### config.mk
export PLATFORM = sky130hd
export DESIGN_NAME = keypad_scan_flat
export DESIGN_NICKNAME = d
export VERILOG_FILES = /design/src/rtl/key_pkg.sv /design/src/rtl/keypad_scan_if.sv /design/src/rtl/key_frame_eval.sv /design/src/rtl/keypad_scan.sv /design/src/flat_wrapper.sv
export SDC_FILE = /design/constraint.sdc
export NUM_CORES = 1
export LEC_CHECK = 0
export CAP_MARGIN = 20
export CORE_UTILIZATION = 45
export DETAILED_ROUTE_END_ITERATION = 8
export GPL_TIMING_DRIVEN = 1
export MAX_ROUTING_LAYER = met4
export PLACE_DENSITY = 0.71
export RECOVER_POWER = 50
export SLEW_MARGIN = 20
export SYNTH_ARGS = -nofsm -noshare
export SYNTH_HDL_FRONTEND = slang
export SYNTH_HIERARCHICAL = 1
export SYNTH_SLANG_ARGS = --single-unit
### constraint.sdc
create_clock -name clk -period 30.8 [get_ports clk]
set_input_delay 3.08 -clock clk [delete_from_list [all_inputs] [get_ports clk]]
set_output_delay 3.08 -clock clk [all_outputs]
set_load 0.02 [all_outputs]
### src/rtl/key_pkg.sv
// rtl/key_pkg.sv - key codes, frame/scanner enums and key code builder for the keypad scanner
package key_pkg;

  localparam logic [4:0] KEY_NONE   = 5'h00;
  localparam logic [4:0] KEY_NEXT   = 5'h1e;
  localparam logic [4:0] KEY_SELECT = 5'h1d;

  typedef enum logic [1:0] {
    ST_IDLE,
    ST_PRESS_DB,
    ST_HELD,
    ST_REL_DB
  } scan_state_e;

  typedef enum logic [1:0] {
    FR_NONE,
    FR_SINGLE,
    FR_MULTI
  } frame_kind_e;

  function automatic logic [4:0] key_code(input logic [1:0] row, input logic [1:0] col);
    return {1'b1, row, col};
  endfunction

endpackage

### src/rtl/keypad_scan_if.sv
// rtl/keypad_scan_if.sv - keypad matrix pins and key event outputs of the scanner
interface keypad_scan_if;
  logic [3:0] row_in;
  logic [3:0] col_out;
  logic [4:0] key;
  logic [4:0] key_pulse;

  modport master (input row_in, output col_out, output key, output key_pulse);
  modport slave  (output row_in, input col_out, input key, input key_pulse);
endinterface

### src/rtl/key_frame_eval.sv
// rtl/key_frame_eval.sv - classifies a 16-bit frame as NONE/SINGLE/MULTI and encodes the key
module key_frame_eval
  import key_pkg::*;
(
  input  logic [15:0]  frame_i,
  output frame_kind_e  kind_o,
  output logic [4:0]   code_o
);

  logic [4:0] hits;
  logic [4:0] last_code;

  // Frame bit index is {row, col}, so the bit position maps straight onto the code.
  always_comb begin
    hits      = 5'd0;
    last_code = KEY_NONE;
    for (int i = 0; i < 16; i++) begin
      if (frame_i[i]) begin
        hits      = hits + 5'd1;
        last_code = key_code(2'(i >> 2), 2'(i));
      end
    end
    kind_o = FR_NONE;
    code_o = KEY_NONE;
    if (hits == 5'd1) begin
      kind_o = FR_SINGLE;
      code_o = last_code;
    end else if (hits > 5'd1) begin
      kind_o = FR_MULTI;
    end
  end

endmodule

### src/rtl/keypad_scan.sv
// rtl/keypad_scan.sv - 4x4 keypad column scanner and debouncer; KEY_REPEAT_EN adds auto-repeat
module keypad_scan
  import key_pkg::*;
#(
  parameter int SCAN_DIV = 2500,
  parameter int DEBOUNCE = 4
) (
  input logic           clk,
  input logic           rst,
  keypad_scan_if.master kp
);

  localparam int SW = $clog2(SCAN_DIV);
  localparam int CW = $clog2(DEBOUNCE + 1);
  localparam logic [SW-1:0] SLOT_LAST = SW'(SCAN_DIV - 1);
  localparam logic [CW-1:0] DB_LAST   = CW'(DEBOUNCE);

  logic [3:0]    row_s1_q, row_s2_q;
  logic [SW-1:0] slot_q;
  logic [3:0]    col_q;
  logic [1:0]    col_idx_q;
  logic [15:0]   frame_q, frame_d;
  scan_state_e   state_q, state_d;
  logic [4:0]    cand_q, cand_d;
  logic [CW-1:0] cnt_q, cnt_d;
  logic [4:0]    key_q, key_d;
  logic [4:0]    pulse_q, pulse_d;
`ifdef KEY_REPEAT_EN
  logic [5:0]    rep_q, rep_d;
`endif

  frame_kind_e   kind;
  logic [4:0]    code;
  logic          slot_tc, frame_end;

  assign slot_tc   = (slot_q == SLOT_LAST);
  assign frame_end = slot_tc && (col_idx_q == 2'd3);

  // Evaluate the frame including the col3 sample landing this cycle.
  always_comb begin
    frame_d = frame_q;
    if (slot_tc) begin
      for (int r = 0; r < 4; r++) begin
        frame_d[{2'(r), col_idx_q}] = ~row_s2_q[r];
      end
    end
  end

  key_frame_eval u_eval (
    .frame_i (frame_d),
    .kind_o  (kind),
    .code_o  (code)
  );

  always_comb begin
    state_d = state_q;
    cand_d  = cand_q;
    cnt_d   = cnt_q;
    key_d   = key_q;
    pulse_d = KEY_NONE;
`ifdef KEY_REPEAT_EN
    rep_d   = (state_q == ST_HELD) ? rep_q : 6'd0;
`endif
    if (frame_end) begin
      case (state_q)
        ST_IDLE: begin
          if (kind == FR_SINGLE) begin
            if (DEBOUNCE == 1) begin
              state_d = ST_HELD;
              key_d   = code;
              pulse_d = code;
              cnt_d   = '0;
            end else begin
              state_d = ST_PRESS_DB;
              cand_d  = code;
              cnt_d   = CW'(1);
            end
          end
        end
        ST_PRESS_DB: begin
          if (kind == FR_SINGLE && code == cand_q) begin
            if (cnt_q + 1'b1 == DB_LAST) begin
              state_d = ST_HELD;
              key_d   = cand_q;
              pulse_d = cand_q;
              cnt_d   = '0;
            end else begin
              cnt_d = cnt_q + 1'b1;
            end
          end else if (kind == FR_SINGLE) begin
            cand_d = code;
            cnt_d  = CW'(1);
          end else begin
            state_d = ST_IDLE;
            cnt_d   = '0;
          end
        end
        ST_HELD: begin
          if (kind == FR_NONE) begin
            if (DEBOUNCE == 1) begin
              state_d = ST_IDLE;
              key_d   = KEY_NONE;
              cnt_d   = '0;
            end else begin
              state_d = ST_REL_DB;
              cnt_d   = CW'(1);
            end
          end else begin
`ifdef KEY_REPEAT_EN
            // First repeat after 32 held frames, then every 8.
            if (rep_q == 6'd31) begin
              pulse_d = key_q;
              rep_d   = 6'd24;
            end else begin
              rep_d = rep_q + 6'd1;
            end
`endif
          end
        end
        ST_REL_DB: begin
          if (kind == FR_NONE) begin
            if (cnt_q + 1'b1 == DB_LAST) begin
              state_d = ST_IDLE;
              key_d   = KEY_NONE;
              cnt_d   = '0;
            end else begin
              cnt_d = cnt_q + 1'b1;
            end
          end else begin
            state_d = ST_HELD;
            cnt_d   = '0;
          end
        end
        default: state_d = ST_IDLE;
      endcase
    end
  end

  always_ff @(posedge clk or posedge rst) begin
    if (rst) begin
      row_s1_q  <= 4'hF;
      row_s2_q  <= 4'hF;
      slot_q    <= '0;
      col_q     <= 4'b1110;
      col_idx_q <= 2'd0;
      frame_q   <= 16'h0000;
      state_q   <= ST_IDLE;
      cand_q    <= KEY_NONE;
      cnt_q     <= '0;
      key_q     <= KEY_NONE;
      pulse_q   <= KEY_NONE;
`ifdef KEY_REPEAT_EN
      rep_q     <= 6'd0;
`endif
    end else begin
      row_s1_q <= kp.row_in;
      row_s2_q <= row_s1_q;
      frame_q  <= frame_d;
      if (slot_tc) begin
        slot_q    <= '0;
        col_q     <= {col_q[2:0], col_q[3]};
        col_idx_q <= col_idx_q + 2'd1;
      end else begin
        slot_q <= slot_q + 1'b1;
      end
      state_q <= state_d;
      cand_q  <= cand_d;
      cnt_q   <= cnt_d;
      key_q   <= key_d;
      pulse_q <= pulse_d;
`ifdef KEY_REPEAT_EN
      rep_q   <= rep_d;
`endif
    end
  end

  assign kp.col_out   = col_q;
  assign kp.key       = key_q;
  assign kp.key_pulse = pulse_q;

endmodule
### src/flat_wrapper.sv
// flat-port wrapper written by rule: the top's interface ports become plain ports
module keypad_scan_flat import key_pkg::*;
#(
  parameter int SCAN_DIV = 2500,
  parameter int DEBOUNCE = 4
)
  (clk, rst, kp_row_in, kp_col_out, kp_key, kp_key_pulse);
  keypad_scan_if kp_i ();
  input logic clk;
  input logic rst;
  input wire logic [$bits(kp_i.row_in)-1:0] kp_row_in;
  output wire logic [$bits(kp_i.col_out)-1:0] kp_col_out;
  output wire logic [$bits(kp_i.key)-1:0] kp_key;
  output wire logic [$bits(kp_i.key_pulse)-1:0] kp_key_pulse;
  assign kp_i.row_in = kp_row_in;
  assign kp_col_out = kp_i.col_out;
  assign kp_key = kp_i.key;
  assign kp_key_pulse = kp_i.key_pulse;
  keypad_scan #(.SCAN_DIV(SCAN_DIV), .DEBOUNCE(DEBOUNCE)) u_core (.clk(clk), .rst(rst), .kp(kp_i));
endmodule
==> results of run 1 <==
==> routing by layer <==
layer	GRT usage [%]	routed length (um)
met4	6.56	117
met5	-	0
met3	2.21	282
met2	32.5	5260
met1	25.0	4930
==> area by class of cell <==
class	instances	area share, %
flip-flops and latches	62	27.4
repair buffers	33	4.25
inverters	20	1.31
clock buffers	10	4.38
multi-input cells	441	58.7
well taps	140	3.07
clock inverters	6	0.876
==> worst paths after layout <==
| kind | from | to | slack [ns] |
|---|---|---|---|
| setup reg to reg | u_core/slot_q[0]$_DFF_PP0_ | u_core/kp.key[1]$_DFFE_PP0P_ | 17.57 |
| hold reg to reg | u_core/row_s1_q[2]$_DFF_PP1_ | u_core/row_s2_q[2]$_DFF_PP1_ | 0.35 |
| setup / recovery | u_core/slot_q[0]$_DFF_PP0_ | u_core/kp.key[1]$_DFFE_PP0P_ | 17.57 |
| min in group asynchronous | rst | u_core/kp.col_out[0]$_DFFE_PP0N_ | 4.44 |
| hold / removal | u_core/row_s1_q[2]$_DFF_PP1_ | u_core/row_s2_q[2]$_DFF_PP1_ | 0.35 |
| max in group asynchronous | rst | u_core/frame_q[15]$_DFF_PP0_ | 24.56 |
==> cell usage in the layout, fill, tap and decap left out, types with 16 or more instances in the layout <==
| cell type | count |
|---|---|
| ha_1 | 24 |
| xor2_1 | 21 |
| nand3_1 | 19 |
| xnor2_1 | 30 |
| dfrtp_1 | 51 |
| inv_1 | 17 |
| nor2_1 | 43 |
| nor3_1 | 17 |
| a21oi_1 | 16 |
| nand2_1 | 57 |
| o21ai_0 | 21 |
==> flip-flops by register name, indices dropped and copies added (netlist names) <==
signal / flops
u_core/slot_q: 12
u_core/kp.col_out: 4
u_core/row_s2_q: 4
u_core/frame_q: 16
u_core/row_s1_q: 4
u_core/kp.key_pulse: 5
u_core/state_q: 2
u_core/cand_q: 5
u_core/cnt_q: 3
u_core/kp.key: 5
u_core/col_idx_q: 2
==> metrics by stage <==
step	setup WS (ns)	cell area (um^2)	std cells	hold slack, ns	power (uW)
2_1_floorplan	20.14	5120	548	0.345	85.3
3_3_place_gp	18.66	5460	696	0.347	86.6
3_5_place_dp	18.30	5460	696	0.347	86.7
4_1_cts	18.23	5760	712	0.355	185
5_1_grt	16.34	5710	712	0.364	189
6_report	17.57	5710	712	0.354	182
==> power breakdown <==
group          leakage, uW  internal [uW]  total, uW  switching, uW
Combinational      0.00151          0.454       2.07           1.61
Sequential        0.000813           82.5       82.9          0.398
Clock             0.000141           60.2       97.2           37.0
Total              0.00246            143        182           39.0
==> logic make-up (layout without fill, tap and decap cells) <==
| kind of cell | count (synthesis) | after routing | share of synthesized area [%] |
|---|---|---|---|
| AO/OA/AOI/OAI | 112 | 112 | 16.3 |
| buffers and inverters | 45 | 69 | 3.96 |
| flip-flops | 62 | 62 | 30.6 |
| AND/OR/NAND/NOR | 217 | 217 | 22.9 |
| multiplexers | 20 | 20 | 4.84 |
| XOR/XNOR | 68 | 68 | 15.6 |
| adder cells (fa/ha/maj) | 24 | 24 | 5.87 |
==> worst max-delay path, delay by kind of cell, from the launching register on <==
family / cells / cell delay [ns]
buffers and inverters: 1 / 0.08
adder cells (fa/ha/maj): 7 / 2.13
AND/OR/NAND/NOR: 22 / 4.89
flip-flops: 1 / 0.38
XOR/XNOR: 5 / 0.88
multiplexers: 3 / 0.95
AO/OA/AOI/OAI: 15 / 3.78
==> impl_metrics.csv, run 1 <==
group,metric,value,unit
status,status,"finished with violations",
status,failed_checks,"capacitance limit, slew limit",
route,routed_wl,10.6,mm
yosys,ys.flop_type,"dfrtp_1",
yosys,synth_top_area_share,24.9,%
sta,min_period_over_period,42.9,%
cts,cts_resized,0,
route,drc,0,
cts,clock_path_buffers,2,
yosys,ys_top_cells_by_area,"dfrtp_1 25%, ha_1 5.9%, dfstp_2 5.6%, xnor2_1 5.1%, nand2_1 4.2%",
route,wire_per_inst,14.9,um
cts,clk_latency,0.32,ns
yosys,syn-cell-area,5120,um^2
yosys,synth-edff-count,0,
sta,period_needed,13.23,ns
yosys,postSynthCellCount,548,
route,first_pass_iters,4,
worst_setup_path,cpMostUsedCell,"ha_1",
final_layout,nFillCells,1014,
final_layout,register_area,1570,um^2
cts,cts_htree_levels,3,
cts,cts_tree,"yes",
yosys,async_flop_share,100,%
sta,totalNegativeSetupSlack,0,ns
global_route,antenna_found_initial,0,
sta,rsz0062_at_grt,"no",
final_layout,syn2layout_area_growth,11.6,%
final_layout,multiInputGateArea,3350,um^2
yosys,synth_cell_types,96,
cts,cts_inserted_buffers,9,
global_route,grt_pass1_vias,3986,
die,die_h,109,um
sta,setup_viol,0,
final_layout,antenna_cells,0,
die,fp.dieW,109,um
sta,fmaxAchievable,75.6,MHz
final_layout,fin_nets,597,
worst_setup_path,crit_path_end_kind,"register",
final_layout,final_util,52.0,%
sta,slew_violations,79,
yosys,synth_area_leader_cell,"dfrtp_1",
power_and_ir_drop,p_per_area,31.9,nW/um^2
worst_setup_path,startpoint_type,"register",
placement,place.port_buffers,19,
yosys,yosysMostFrequentCell,"nand2_1",
placement,post-dp-hpwl,7.73,mm
sta,skew,0.00760,ns
worst_setup_path,path_class,"register to register",
cts,cts_hold_buf,0,
yosys,netlist_top_cells_count,"57 x nand2_1, 51 x dfrtp_1, 43 x nor2_1",
die,die_area,11800,um^2
worst_setup_path,required,31.05,ns
route,num_vias,4066,
sta,slew_headroom,-114,%
die,core_area,11000,um^2
worst_setup_path,cpPeakStageDelay,1.36,ns
global_route,overflow,0,
final_layout,drive_gt1_share,14.3,%
die,ios,20,
power_and_ir_drop,ir_worst_vdd,39.7,uV
placement,place.gp.congestion,0.871,
global_route,grt_first_pass_wirelength,18.2,mm
route,drt-vias-per-instance,5.71,
route,drtAntennaViolNets,0,
worst_setup_path,cp_slowest_cell,"o21ai_0",
global_route,grt_use_total,19.7,%
power_and_ir_drop,leakage,0.00246,uW
worst_setup_path,arrival,13.48,ns
cts,clock_sinks,62,
min_path,hold_path_class,"register to register",
flow_run,cap_violations,2,
yosys,ys_ff_latch,62,
yosys,ys_seq_area_share,30.6,%
sta,hold_violations,0,
global_route,grt_max_degree,63,
die,start_util,46.6,%
min_path,min_path_cells,0,
yosys,synthesis.nets,578,
cts,clockRootBuffer,"clkbuf_16",
yosys,yosysWarnings,6,
sta,tightest_slew,3.20,ns
cts,clkTransAtPathRegs,0.06,ns
route,first_iter_violations,275,
yosys,syn_area_per_cell,9.34,um^2
worst_setup_path,critPathMaxFanout,19,
die,rows,38,
worst_setup_path,r2r_cells,53,
cts,cts_setup_buffers,0,
Power figures use the tool's default switching activity.
==> run 2, diff against run 1 <==
==> constraint.sdc (replaced) <==
create_clock -name clk -period 13.49 [get_ports clk]
set_input_delay 1.349 -clock clk [delete_from_list [all_inputs] [get_ports clk]]
set_output_delay 1.349 -clock clk [all_outputs]
set_load 0.02 [all_outputs]
==> run 2 against run 1 <==
Effect of this change:
- the flow still finishes with violations (capacitance limit, slew limit)
- maximum frequency up 8.2%
- global-route usage down 0.50 points
- final area up 1.3%
- clock skew down 0.00076 ns
- hold slack about the same
- worst setup slack worse by 16 ns
- routed wire length down 2.8%
==> impl_metrics.csv, run 2 (same netlist as run 1, synthesis figures left out) <==
group,metric,value,unit
status,status,"finished with violations",
status,failed_checks,"capacitance limit, slew limit",
route,first_pass_iters,4,
cts,cts_inserted_buffers,9,
final_layout,syn2layout_area_growth,13.1,%
global_route,grt_use_total,19.1,%
sta,setup_slack,1.26,ns
global_route,grt_max_degree,63,
worst_setup_path,cpPeakStageDelay,0.71,ns
worst_setup_path,cp_slowest_cell,"nor4b_2",
worst_setup_path,critPathMaxFanout,19,
die,ios,20,
final_layout,fin_nets,597,
power_and_ir_drop,p_clk_share,55.8,%
cts,clock_sinks,62,
route,route.layer.met1.wl,4.99,mm
die,core_area,11000,um^2
placement,post-dp-hpwl,7.58,mm
power_and_ir_drop,ir_worst_vdd,85.8,uV
cts,cts_setup_buffers,0,
global_route,overflow,0,
final_layout,reg.largest.list,"u_core/frame_q (16), u_core/slot_q (12)",
sta,min_period_over_period,90.7,%
sta,rsz0062_at_grt,"no",
cts,clock_path_buffers,2,
power_and_ir_drop,sw_frac_of_total,20.0,%
global_route,antenna_found_initial,0,
worst_setup_path,crit_start,"u_core/slot_q[0]$_DFF_PP0_",
cts,cts_hold_buf,0,
worst_setup_path,cpMostUsedCell,"ha_1",
sta,skew,0.00684,ns
placement,place.port_buffers,19,
sta,totalNegativeSetupSlack,0,ns
cts,clockRootBuffer,"clkbuf_16",
worst_setup_path,arrival,12.49,ns
worst_setup_path,startpoint_type,"register",
final_layout,antenna_cells,0,
placement,dpl_worst_slack,1.03,ns
route,drc,0,
route,met2_length,5.01,mm
die,die_h,109,um
sta,tightest_slew,3.22,ns
sta,fmaxAchievable,81.8,MHz
final_layout,largest_register_ffs,16,
power_and_ir_drop,power_frac_comb,1.1,%
route,routed_wl,10.3,mm
final_layout,regMostFlops,"u_core/frame_q",
die,fp.dieW,109,um
worst_setup_path,r2r_start,"u_core/slot_q[0]$_DFF_PP0_",
route,drtAntennaViolNets,0,
final_layout,mostFrequentLayoutCell,"nand2_1",
placement,place.gp.congestion,0.870,
final_layout,drive_gt1_share,17.1,%
cts,clkTransAtPathRegs,0.05,ns
sta,period_needed,12.23,ns
power_and_ir_drop,p_int,351,uW
min_path,hold_path_class,"register to register",
power_and_ir_drop,leakage,0.00253,uW
cts,clk_latency,0.33,ns
sta,slew_violations,63,
worst_setup_path,required,13.75,ns
route,drt-vias-per-instance,5.59,
cts,cts_tree,"yes",
power_and_ir_drop,p_per_area,75.9,nW/um^2
power_and_ir_drop,p_switching,87.7,uW
route,num_vias,3982,
worst_setup_path,crit_path_end_kind,"register",
flow_run,cap_violations,1,
global_route,grt_pass1_vias,3813,
sta,setup_viol,0,
worst_setup_path,path_class,"register to register",
min_path,hp-start,"u_core/row_s1_q[2]$_DFF_PP1_",
final_layout,nFillCells,969,
final_layout,layout_common_cells,"57 x nand2_1, 51 x dfrtp_1, 43 x nor2_1",
cts,cts_htree_levels,3,
route,first_iter_violations,249,
route,route.met3.wl,197,um
sta,slew_headroom,-115,%
power_and_ir_drop,p_total,439,uW
global_route,grt_first_pass_wirelength,17.7,mm
route,wire_per_inst,14.4,um
route,top_layer,"met4",
die,start_util,46.6,%
die,rows,38,
power_and_ir_drop,p_seq_share,43.1,%
die,die_area,11800,um^2
sta,hold_violations,0,
run 2: changes by cell type in the layout (fill, tap and decap cells not counted), moves of 2 or more:
cell and delta:
buf_4 +13, bufinv_16 +2, clkbuf_1 -13, clkinv_4 +2
inv_6 -3
run 2: area by class of cell:
type | instances | area, um^2 | area share [%]
repair buffers | 33 | 292 | 5.04
flip-flops and latches | 62 | 1570 | 27.0
multi-input cells | 441 | 3360 | 58.0
clock inverters | 7 | 98.8 | 1.71
clock buffers | 9 | 225 | 3.89
well taps | 140 | 175 | 3.03
inverters | 20 | 75.1 | 1.30
run 2: path summary, 6_finish.rpt:
path | cells past startpoint | endpoint | slack [ns]
setup reg to reg | 53 | u_core/kp.key_pulse[0]$_DFF_PP0_ | 1.26
max in group asynchronous | 3 | u_core/state_q[0]$_DFFE_PP0P_ | 8.97
setup / recovery | 53 | u_core/kp.key_pulse[0]$_DFF_PP0_ | 1.26
hold / removal | 0 | u_core/row_s2_q[2]$_DFF_PP1_ | 0.35
hold reg to reg | 0 | u_core/row_s2_q[2]$_DFF_PP1_ | 0.35
min in group asynchronous | 3 | u_core/kp.col_out[0]$_DFFE_PP0N_ | 2.72
run 2: layer usage:
metal,global-route usage (%),up-vias
li1,-,2004
met1,25.2,1926
met2,31.2,45
met3,2.69,7
met4,4.54,0
met5,-,-
run 2: power groups by stage:
stage	Combinational [uW]	Clock (uW)	Sequential, uW
finish	4.71	245	189
global route	5.53	259	189
CTS	5.51	250	189
detailed placement	5.51	0	192
global placement	5.35	0	192
floorplan	2.69	0	192
run 2: critical path, delay by kind of cell, from the launching register on:
| family | cells | cell delay (ns) |
|---|---|---|
| AOI/OAI and AO/OA | 14 | 2.87 |
| xor gates and xnor gates | 6 | 1.14 |
| adders and majority gates | 8 | 2.61 |
| buffers and inverters | 2 | 0.21 |
| DFF | 1 | 0.38 |
| muxes | 3 | 0.92 |
| and+or+nand+nor | 20 | 3.99 |
run 2: metrics by stage:
stage | util, % | cell area, um^2 | hold WS (ns) | instances
finish | 52.7 | 5790 | 0.355 | 712
global placement | 49.7 | 5460 | 0.347 | 696
CTS | 52.7 | 5790 | 0.356 | 712
detailed placement | 49.7 | 5460 | 0.349 | 696
floorplan | - | 5120 | 0.345 | 548
global route | 52.7 | 5790 | 0.358 | 712
run 2: what timing repair did:
action / 4_1_cts / 5_1_grt
endpoints found under the setup margin: 0 / 10
endpoints found under the hold margin: 0 / 0
resized for setup: 0 / 1
